**config.mk**
```make
export PLATFORM = sky130hd
export DESIGN_NAME = id_ex_stage
export DESIGN_NICKNAME = d
export VERILOG_FILES = /design/src/rtl/id_ex_stage.sv
export SDC_FILE = /design/constraint.sdc
export NUM_CORES = 1
export LEC_CHECK = 0
export ABC_AREA = 1
export ABC_CLOCK_PERIOD_IN_PS = 2000
export BUFFER_PORTS_ARGS = -buffer_cell sky130_fd_sc_hd__clkbuf_2
export CORE_MARGIN = 5
export CORE_UTILIZATION = 40
export CTS_CLUSTER_DIAMETER = 100
export DETAILED_ROUTE_END_ITERATION = 8
export HOLD_SLACK_MARGIN = 0.02
export PLACE_DENSITY = 0.7
export RECOVER_POWER = 25
export SYNTH_ARGS = -nofsm -noshare
export SYNTH_HDL_FRONTEND = slang
export SYNTH_SLANG_ARGS = --single-unit
```
**constraint.sdc**
```tcl
create_clock -name clk -period 2 [get_ports clk]
set_input_delay 0.1 -clock clk [delete_from_list [all_inputs] [get_ports clk]]
set_output_delay 0.1 -clock clk [all_outputs]
set_load 0.05 [all_outputs]
```
**src/rtl/id_ex_stage.sv**
```systemverilog
// ID/EX pipeline register with load-use hazard detection, WB same-cycle bypass,
// branch flush, EX hold and a saturating count of inserted bubbles.
module id_ex_stage #(
  parameter int DATA_W     = 32,
  parameter int REG_ADDR_W = 5,
  parameter int CNT_W      = 16
) (
  input  logic                  clk,
  input  logic                  rst,
  input  logic                  id_valid,
  input  logic [DATA_W-1:0]     id_pc4,
  input  logic [DATA_W-1:0]     id_rs_data,
  input  logic [DATA_W-1:0]     id_rt_data,
  input  logic [DATA_W-1:0]     id_imm,
  input  logic [REG_ADDR_W-1:0] id_rs_idx,
  input  logic [REG_ADDR_W-1:0] id_rt_idx,
  input  logic [REG_ADDR_W-1:0] id_rd_idx,
  input  logic                  id_uses_rt,
  input  logic [7:0]            id_ctrl,
  input  logic                  wb_reg_write,
  input  logic [REG_ADDR_W-1:0] wb_write_idx,
  input  logic [DATA_W-1:0]     wb_write_data,
  input  logic                  ex_flush,
  input  logic                  ex_hold,
  output logic                  stall_o,
  output logic                  ex_valid,
  output logic [DATA_W-1:0]     ex_pc4,
  output logic [DATA_W-1:0]     ex_rs_data,
  output logic [DATA_W-1:0]     ex_rt_data,
  output logic [DATA_W-1:0]     ex_imm,
  output logic [REG_ADDR_W-1:0] ex_rs_idx,
  output logic [REG_ADDR_W-1:0] ex_rt_idx,
  output logic [REG_ADDR_W-1:0] ex_rd_idx,
  output logic [7:0]            ex_ctrl,
  output logic [CNT_W-1:0]      bubble_cnt
);

  logic                  r_valid;
  logic [DATA_W-1:0]     r_pc4;
  logic [DATA_W-1:0]     r_rs_data;
  logic [DATA_W-1:0]     r_rt_data;
  logic [DATA_W-1:0]     r_imm;
  logic [REG_ADDR_W-1:0] r_rs_idx;
  logic [REG_ADDR_W-1:0] r_rt_idx;
  logic [REG_ADDR_W-1:0] r_rd_idx;
  logic [7:0]            r_ctrl;
  logic [CNT_W-1:0]      r_bubble_cnt;

  logic                  w_hz;
  logic                  w_rs_byp;
  logic                  w_rt_byp;
  logic [DATA_W-1:0]     w_rs_val;
  logic [DATA_W-1:0]     w_rt_val;

  // A load in EX whose target feeds the ID instruction; r0 is hardwired so never a hazard.
  assign w_hz = r_valid & r_ctrl[1] & (r_rt_idx != '0) & id_valid &
                ((r_rt_idx == id_rs_idx) | (id_uses_rt & (r_rt_idx == id_rt_idx)));

  assign stall_o = ~rst & ~ex_flush & (ex_hold | w_hz);

  // The register file write lands at this edge, so its async read is still stale.
  assign w_rs_byp = wb_reg_write & (wb_write_idx != '0) & (wb_write_idx == id_rs_idx);
  assign w_rt_byp = wb_reg_write & (wb_write_idx != '0) & (wb_write_idx == id_rt_idx);
  assign w_rs_val = w_rs_byp ? wb_write_data : id_rs_data;
  assign w_rt_val = w_rt_byp ? wb_write_data : id_rt_data;

  always_ff @(posedge clk) begin
    if (rst) begin
      r_valid      <= 1'b0;
      r_pc4        <= '0;
      r_rs_data    <= '0;
      r_rt_data    <= '0;
      r_imm        <= '0;
      r_rs_idx     <= '0;
      r_rt_idx     <= '0;
      r_rd_idx     <= '0;
      r_ctrl       <= '0;
      r_bubble_cnt <= '0;
    end else if (ex_flush) begin
      r_valid <= 1'b0;
      r_ctrl  <= '0;
    end else if (ex_hold) begin
      r_valid <= r_valid;
    end else if (w_hz) begin
      r_valid <= 1'b0;
      r_ctrl  <= '0;
      if (r_bubble_cnt != '1) begin
        r_bubble_cnt <= r_bubble_cnt + CNT_W'(1);
      end
    end else begin
      r_valid   <= id_valid;
      r_ctrl    <= id_valid ? id_ctrl : 8'h00;
      r_pc4     <= id_pc4;
      r_rs_data <= w_rs_val;
      r_rt_data <= w_rt_val;
      r_imm     <= id_imm;
      r_rs_idx  <= id_rs_idx;
      r_rt_idx  <= id_rt_idx;
      r_rd_idx  <= id_rd_idx;
    end
  end

  assign ex_valid   = r_valid;
  assign ex_pc4     = r_pc4;
  assign ex_rs_data = r_rs_data;
  assign ex_rt_data = r_rt_data;
  assign ex_imm     = r_imm;
  assign ex_rs_idx  = r_rs_idx;
  assign ex_rt_idx  = r_rt_idx;
  assign ex_rd_idx  = r_rd_idx;
  assign ex_ctrl    = r_ctrl;
  assign bubble_cnt = r_bubble_cnt;

endmodule
```
==> impl_results.md, run 1 <==
- Outcome: finished, final reports clean
- GR Util All Layers: 24.2%
- Largest net degree at the start of global routing: 82
- GR Overflow Total: 0
- RePlAce Congestion: 0.871
- Clk_lat worst skew: 0.42 ns
- Die Y: 151 um
- Minimum clock period: 1.91 ns
- Fin nets: 1864
- CP cell instances: dlygate4sd3_1, clkbuf_2, inv_1, nand2_1, nand2_1, nor2_1, nand3_1, nand2_2, nand2_4, buf_12, a21oi_4, buf_8
- Worst path slowest cell: dlygate4sd3_1
- Area grow syn2layout: 47.3%
- CTS sink count: 168
- Core Region: 19600 sq um
- Via density: 4.82
- Reg2reg end: bubble_cnt[6]$_SDFFE_PP0P_
- Clock Path Buffers: 2
- CP max FO: 14
- PnR worst setup slack: 0.0942 ns
- Site row count: 51
- DR vias: 9377
- Synthesized area per cell: 6.52 sq um
- DRT antenna net count: 0
- Fin. Hold Viols: 0
- Leak Pwr: 0.00587 uW
- Peak VDD IR: 567 uV
- Max cap viols: 0
- Worst Skew: 0.0125 ns
- Commonest cells after routing, fill and taps aside: nand2_1, clkbuf_2, nor2_1, dfxtp_1, inv_1
- Required time of the critical path: 1.90 ns
- Fin crit share: 95.3%
- Switch Pwr: 2880 uW
- Avg WL per Cell: 14.9 um
- Hold Path Class: in -> reg
- Post-DP HPWL: 19700 um
- Reg2reg start: bubble_cnt[0]$_SDFFE_PP0P_
- Worst rel slew slack: 44.7%
- Fillers: 1882
- Largest stage delay on the critical path: 0.56 ns
- # H-tree levels: 4
- Ant diodes: 0
- Mapped Cells: 1225
- Pwr Total: 8780 uW
- Seq/Total Area, Yosys: 42.1%
- RSZ-0062 raised after global routing: true
- Post-synthesis cell area: 7990 sq um
- Clock share of power: 37.6%
- Clk root buf: clkbuf_16
- Initial DRC count: 540
- Register area: 3370 sq um
- Most common cell after layout, fill and taps aside: nand2_1
- Reg clk slew, reported paths: 0.07 ns
- Setup crit end kind: output pin
- Synth Net Count: 1421
- Die Span X: 151 um
- Drt pass-1 iters: 5
- Logic pwr share: 21.3%
- DRT Wirelength: 28900 um
- Worst Hold Launch: id_rs_data[16]
- Clock buffer count from CTS: 17
- Worst-case reg-to-reg path depth: 10
- Ports: 364
- Starting Density: 40.8%
- Remaining DRCs: 0
- Final setup viols: 0
- Area of the multi-input gates: 3740 sq um
- Startpoint type of the worst setup path: input pin
- DP Worst Slack: 0.200 ns
- Synth Register Bits: 168
- PwrDens: 747 nW/um^2
- Max-slew violations: 0
- Crit Path Category: in -> out
- Sw Share: 32.8%
- Setup TNS: 0 ns
- Largest delay share family, worst path: buffers and inverters
- Vias in the first global route: 8973
- R2r setup slk: 0.21 ns
- CTS tree: done
- Layout cells sized above 1: 22.0%
- Hold depth: 5
- Antenna violations before repair: 2
- Port-buffer cells: 363
- First-pass GRT wire length: 44500 um
- Yosys cell types: 25
- Worst Hold Path EP: ex_rs_data[16]$_SDFFE_PP0P_
- Fin util: 60.0%
- Max Freq: 0.525 GHz
- Die area: 22900 sq um
- Sequential Power Share: 41.1%
- Slew @ Worst Pin: 0.829 ns
- Yosys Warn Count: 0
- Worst EP arrival: 1.81 ns
- Most used cell, CP: nand2_1
- P_int: 5900 uW
- Crit path buffers/inverters: 5
==> synthesized netlist by cell type (all sizes together) <==
library cell,number,share of area (%)
nor4,1,0.078
nand2,370,17
clkinv,1,0.047
nor2,193,9.1
nor3,1,0.063
ha,1,0.16
clkbuf,31,1.5
inv,135,6.3
a21oi,84,5.3
and2,1,0.078
xnor2,5,0.55
o21ai,69,4.3
xor2,13,1.4
o21bai,1,0.094
nand3,16,1.2
buf,50,3.6
dfxtp,168,42
nand4,85,6.7
==> registers in the layout, indices dropped and copies added (netlist names) <==
signal      flops
bubble_cnt     16
ex_ctrl         8
ex_imm         32
ex_pc4         32
ex_rd_idx       5
ex_rs_data     32
ex_rs_idx       5
ex_rt_data     32
ex_rt_idx       5
ex_valid        1
==> how the worst max path moves through the flow <==
stage,from,end,slack (ns),cells after the start
final,id_rs_idx[3],stall_o,0.09,12
after global routing,ex_rt_idx[0]$_SDFFE_PP0P_,stall_o,-0.009,10
after CTS,ex_rt_idx[2]$_SDFFE_PP0P_,stall_o,0.02,10
after detailed placement,ex_rt_idx[1]$_SDFFE_PP0P_,ex_rt_data[20]$_SDFFE_PP0P_,0.20,13
after global placement,ex_rt_idx[1]$_SDFFE_PP0P_,ex_rs_data[7]$_SDFFE_PP0P_,0.27,13
after floorplan,bubble_cnt[1]$_SDFFE_PP0P_,bubble_cnt[12]$_SDFFE_PP0P_,0.009,11
==> metal layers <==
layer  up-vias  routed length [um]  global-route usage, %
met4         2                 797                   8.11
met3        69                2020                   6.73
met5         -                  20                      0
li1       4724                   -                      -
met1      4230               11600                   28.5
met2       352               14500                   42.2
==> power groups by stage <==
stage               Clock, uW  Combinational (uW)  Sequential (uW)
floorplan                   0                 574             4250
global placement            0                1680             3680
detailed placement          0                1700             3680
CTS                      3380                1880             3610
global route             3510                2020             3620
finish                   3300                1870             3610
==> stage by stage <==
stage / hold slack (ns) / instances / instance area, sq um
2_1_floorplan: 0.235 / 1225 / 8010
3_3_place_gp: 0.359 / 1796 / 10000
3_5_place_dp: 0.368 / 1796 / 10000
4_1_cts: 0.0210 / 1941 / 11800
5_1_grt: 0.0416 / 1946 / 11800
6_report: 0.0338 / 1946 / 11800
==> cell families after synthesis <==
logic type               count (synthesis)  share of synthesized area [%]
AO/OA/AOI/OAI                          154                           9.68
XOR/XNOR                                18                           1.97
adder cells (fa/ha/maj)                  1                          0.157
buffers and inverters                  217                           11.5
flip-flops                             168                           42.1
AND/OR/NAND/NOR                        667                           34.6
==> worst register-to-register path, delay by kind of cell, from the launching register on <==
family	cells	cell delay, ns
compound gates	1	0.20
fa+ha+maj	1	0.24
buf+inv	2	0.24
flops	1	0.35
simple gates	6	0.65
==> area by class of cell <==
class                           count  share of cell area, %
Multi-Input combinational cell    840                   31.8
Sequential cell                   168                   28.7
Timing Repair Buffer              505                   27.4
Inverter                          136                   4.34
Clock buffer                       17                   3.62
Tap cell                          265                   2.82
Clock inverter                     15                   1.32
==> repair_timing <==
action	in CTS	in global routing
endpoints found under the setup margin	1	2
gates resized for setup	6	16
cloned	2	0
buffers inserted	1	6
hold endpoints to repair	110	0
hold buffers	110	0
pin swaps	1	5
No activity file was read; power rests on OpenSTA's default activity.
==> run 2, diff against run 1 <==
Settings changed: REMOVE_ABC_BUFFERS set to 1.
==> impl_results.md, run 2 (synthesis results as in run 1) <==
- Outcome: finished, final reports clean
- Reg clk slew, reported paths: 0.07 ns (about the same)
- First-pass GRT wire length: 44200 um (-0.58%)
- Peak VDD IR: 494 uV (-13%)
- Worst Skew: 0.0128 ns (+0.000302 ns)
- Worst-case reg-to-reg path depth: 11 (+1)
- Most common cell after layout, fill and taps aside: nand2_1
- # H-tree levels: 4 (unchanged)
- Max-slew violations: 0 (unchanged)
- Worst EP arrival: 1.80 ns (about the same)
- CP max FO: 11 (-3)
- Max Freq: 0.525 GHz (+0.10%)
- Clock buffer count from CTS: 17 (unchanged)
- Layout cells sized above 1: 21.1% (-0.81 points)
- Crit path buffers/inverters: 5 (unchanged)
- GR Util All Layers: 24.1% (-0.027 points)
- Clk root buf: clkbuf_16
- Hold Path Class: in -> reg
- DR vias: 9414 (+0.39%)
- WP depth: 12 (unchanged)
- Slew @ Worst Pin: 0.855 ns (+0.0257 ns)
- Placed inst area: 10000 sq um (-0.12%)
- Via density: 4.83 (+0.29%)
- Vias in the first global route: 8856 (-1.3%)
- CP cell instances: dlygate4sd3_1, clkbuf_2, inv_1, nand2_1, nand2_1, nor2_1, nand3_2, nand2_2, nand2_4, buf_12, a21oi_4, buf_12
- RePlAce Congestion: 0.904 (+3.7%)
- Die area: 22900 sq um (unchanged)
- Ports: 364 (unchanged)
- Non-Filler Cell Area, Final: 11800 sq um (about the same)
- CTS sink count: 168 (unchanged)
- Site row count: 51 (unchanged)
- Port-buffer cells: 363 (unchanged)
- Worst path slowest cell: dlygate4sd3_1
- Minimum clock period: 1.90 ns (-0.00192 ns)
- Die Y: 151 um (unchanged)
- GR Overflow Total: 0 (unchanged)
- Max cap viols: 0 (unchanged)
- Fillers: 1839 (-2.3%)
- Initial DRC count: 578 (+7.0%)
- CP Capture Point: stall_o
- Clk_lat worst skew: 0.42 ns (about the same)
- Post-DP HPWL: 19300 um (-2.1%)
- PwrDens: 733 nW/um^2 (-1.8%)
- Remaining DRCs: 0 (unchanged)
- Crit Path Category: in -> out
- R2r setup slk: 0.19 ns (-0.02 ns)
- Setup crit end kind: output pin
- DRT antenna net count: 0 (unchanged)
- Reg2reg start: ex_rt_idx[3]$_SDFFE_PP0P_
- Leak Pwr: 0.00586 uW (-0.18%)
- Largest stage delay on the critical path: 0.53 ns (-0.03 ns)
- Drt pass-1 iters: 5 (unchanged)
- Die Span X: 151 um (unchanged)
- Startpoint type of the worst setup path: input pin
- Worst rel slew slack: 43.0% (-1.7 points)
- Final setup viols: 0 (unchanged)
- Area grow syn2layout: 47.3% (about the same)
- Avg WL per Cell: 15.0 um (+1.0%)
- Fin crit share: 95.2% (-0.096 points)
- CP Launch Point: id_rs_idx[2]
- Clock Path Buffers: 2 (unchanged)
- Area of the multi-input gates: 3740 sq um (-0.13%)
- CTS tree: done
- Hold_ws: 0.0316 ns (-0.00219 ns)
- Required time of the critical path: 1.90 ns (about the same)
- Register area: 3370 sq um (about the same)
- Starting Density: 40.8% (unchanged)
- Antenna violations before repair: 3 (+1)
- Commonest cells after routing, fill and taps aside: nand2_1, clkbuf_2, nor2_1, dfxtp_1, inv_1
- Reg2reg end: ex_imm[30]$_SDFFE_PP0P_
- Core Region: 19600 sq um (unchanged)
- Fin. Hold Viols: 0 (unchanged)
- Largest net degree at the start of global routing: 85 (+3.7%)
- RSZ-0062 raised after global routing: false
- Fin nets: 1863 (-0.054%)
- DRT Wirelength: 29300 um (+1.1%)
- Largest delay share family, worst path: buffers and inverters
run 2: changes by cell type in the layout (fill, tap and decap cells not counted), sizes merged, moves of 4 or more:
cell / previous run / this run
buf: 36 / 25
clkbuf: 374 / 380
dlygate4sd3: 110 / 115
diode: 0 / 4
run 2: worst register-to-register path, stage by stage (launching register included):
cell       delay (ns)
dfxtp_2          0.34
inv_1            0.11
nand2_1          0.06
nand2_1          0.07
nor2_1           0.04
nand3_1          0.09
nand2_2          0.08
nand2_4          0.10
buf_4            0.17
bufbuf_16        0.37
nand4_1          0.14
a21oi_1          0.19
run 2: area by class of cell:
cell class	count	area share, %
Multi-Input combinational cell	840	31.8
Tap cell	265	2.82
Sequential cell	168	28.6
Clock inverter	13	0.947
Antenna cell	4	0.0851
Clock buffer	18	3.73
Inverter	136	4.34
Timing Repair Buffer	504	27.7
run 2: worst min-delay path by stage:
stage	startpoint	endpoint	slack, ns	depth (start not counted)
after floorplan	rst	ex_imm[0]$_SDFFE_PP0P_	0.17	1
after global placement	id_ctrl[3]	ex_ctrl[3]$_SDFFE_PN0N_	0.36	3
after detailed placement	id_ctrl[3]	ex_ctrl[3]$_SDFFE_PN0N_	0.37	3
after CTS	id_rs_data[2]	ex_rs_data[2]$_SDFFE_PP0P_	0.02	5
after global routing	id_rt_data[31]	ex_rt_data[31]$_SDFFE_PP0P_	0.04	5
final	id_rt_data[31]	ex_rt_data[31]$_SDFFE_PP0P_	0.03	5
run 2: layer usage:
metal	vias to the layer above	part of all wire, %	global-route usage [%]
li1	4733	-	-
met4	2	3.8	12.9
met2	393	50	39.7
met3	98	7.3	6.19
met1	4188	39	28.8
met5	-	0.038	0
run 2: timing repair:
action / CTS / global route
setup buffers: 1 / 1
hold buffers: 115 / 0
gates cloned: 2 / 1
resized for setup: 8 / 5
pin swaps: 1 / 2
endpoints found under the hold margin: 115 / 0
endpoints found under the setup margin: 1 / 3
run 2: where the power goes:
part,switching (uW),internal [uW]
Clock,1490,1660
Combinational,1260,618
Sequential,93.6,3510
run 2: per-stage QoR:
stage	TNS (ns)	std cells	utilization, %	setup slack, ns	power (uW)
2_1_floorplan	-422.56	1144	-	-2.92	4770
3_5_place_dp	0	1793	51.2	0.155	5370
4_1_cts	0	1942	60.3	0.0246	8720
6_report	0	1948	60.1	0.0961	8630
3_3_place_gp	0	1793	51.2	0.216	5350
5_1_grt	0	1946	60.0	0.00351	9000
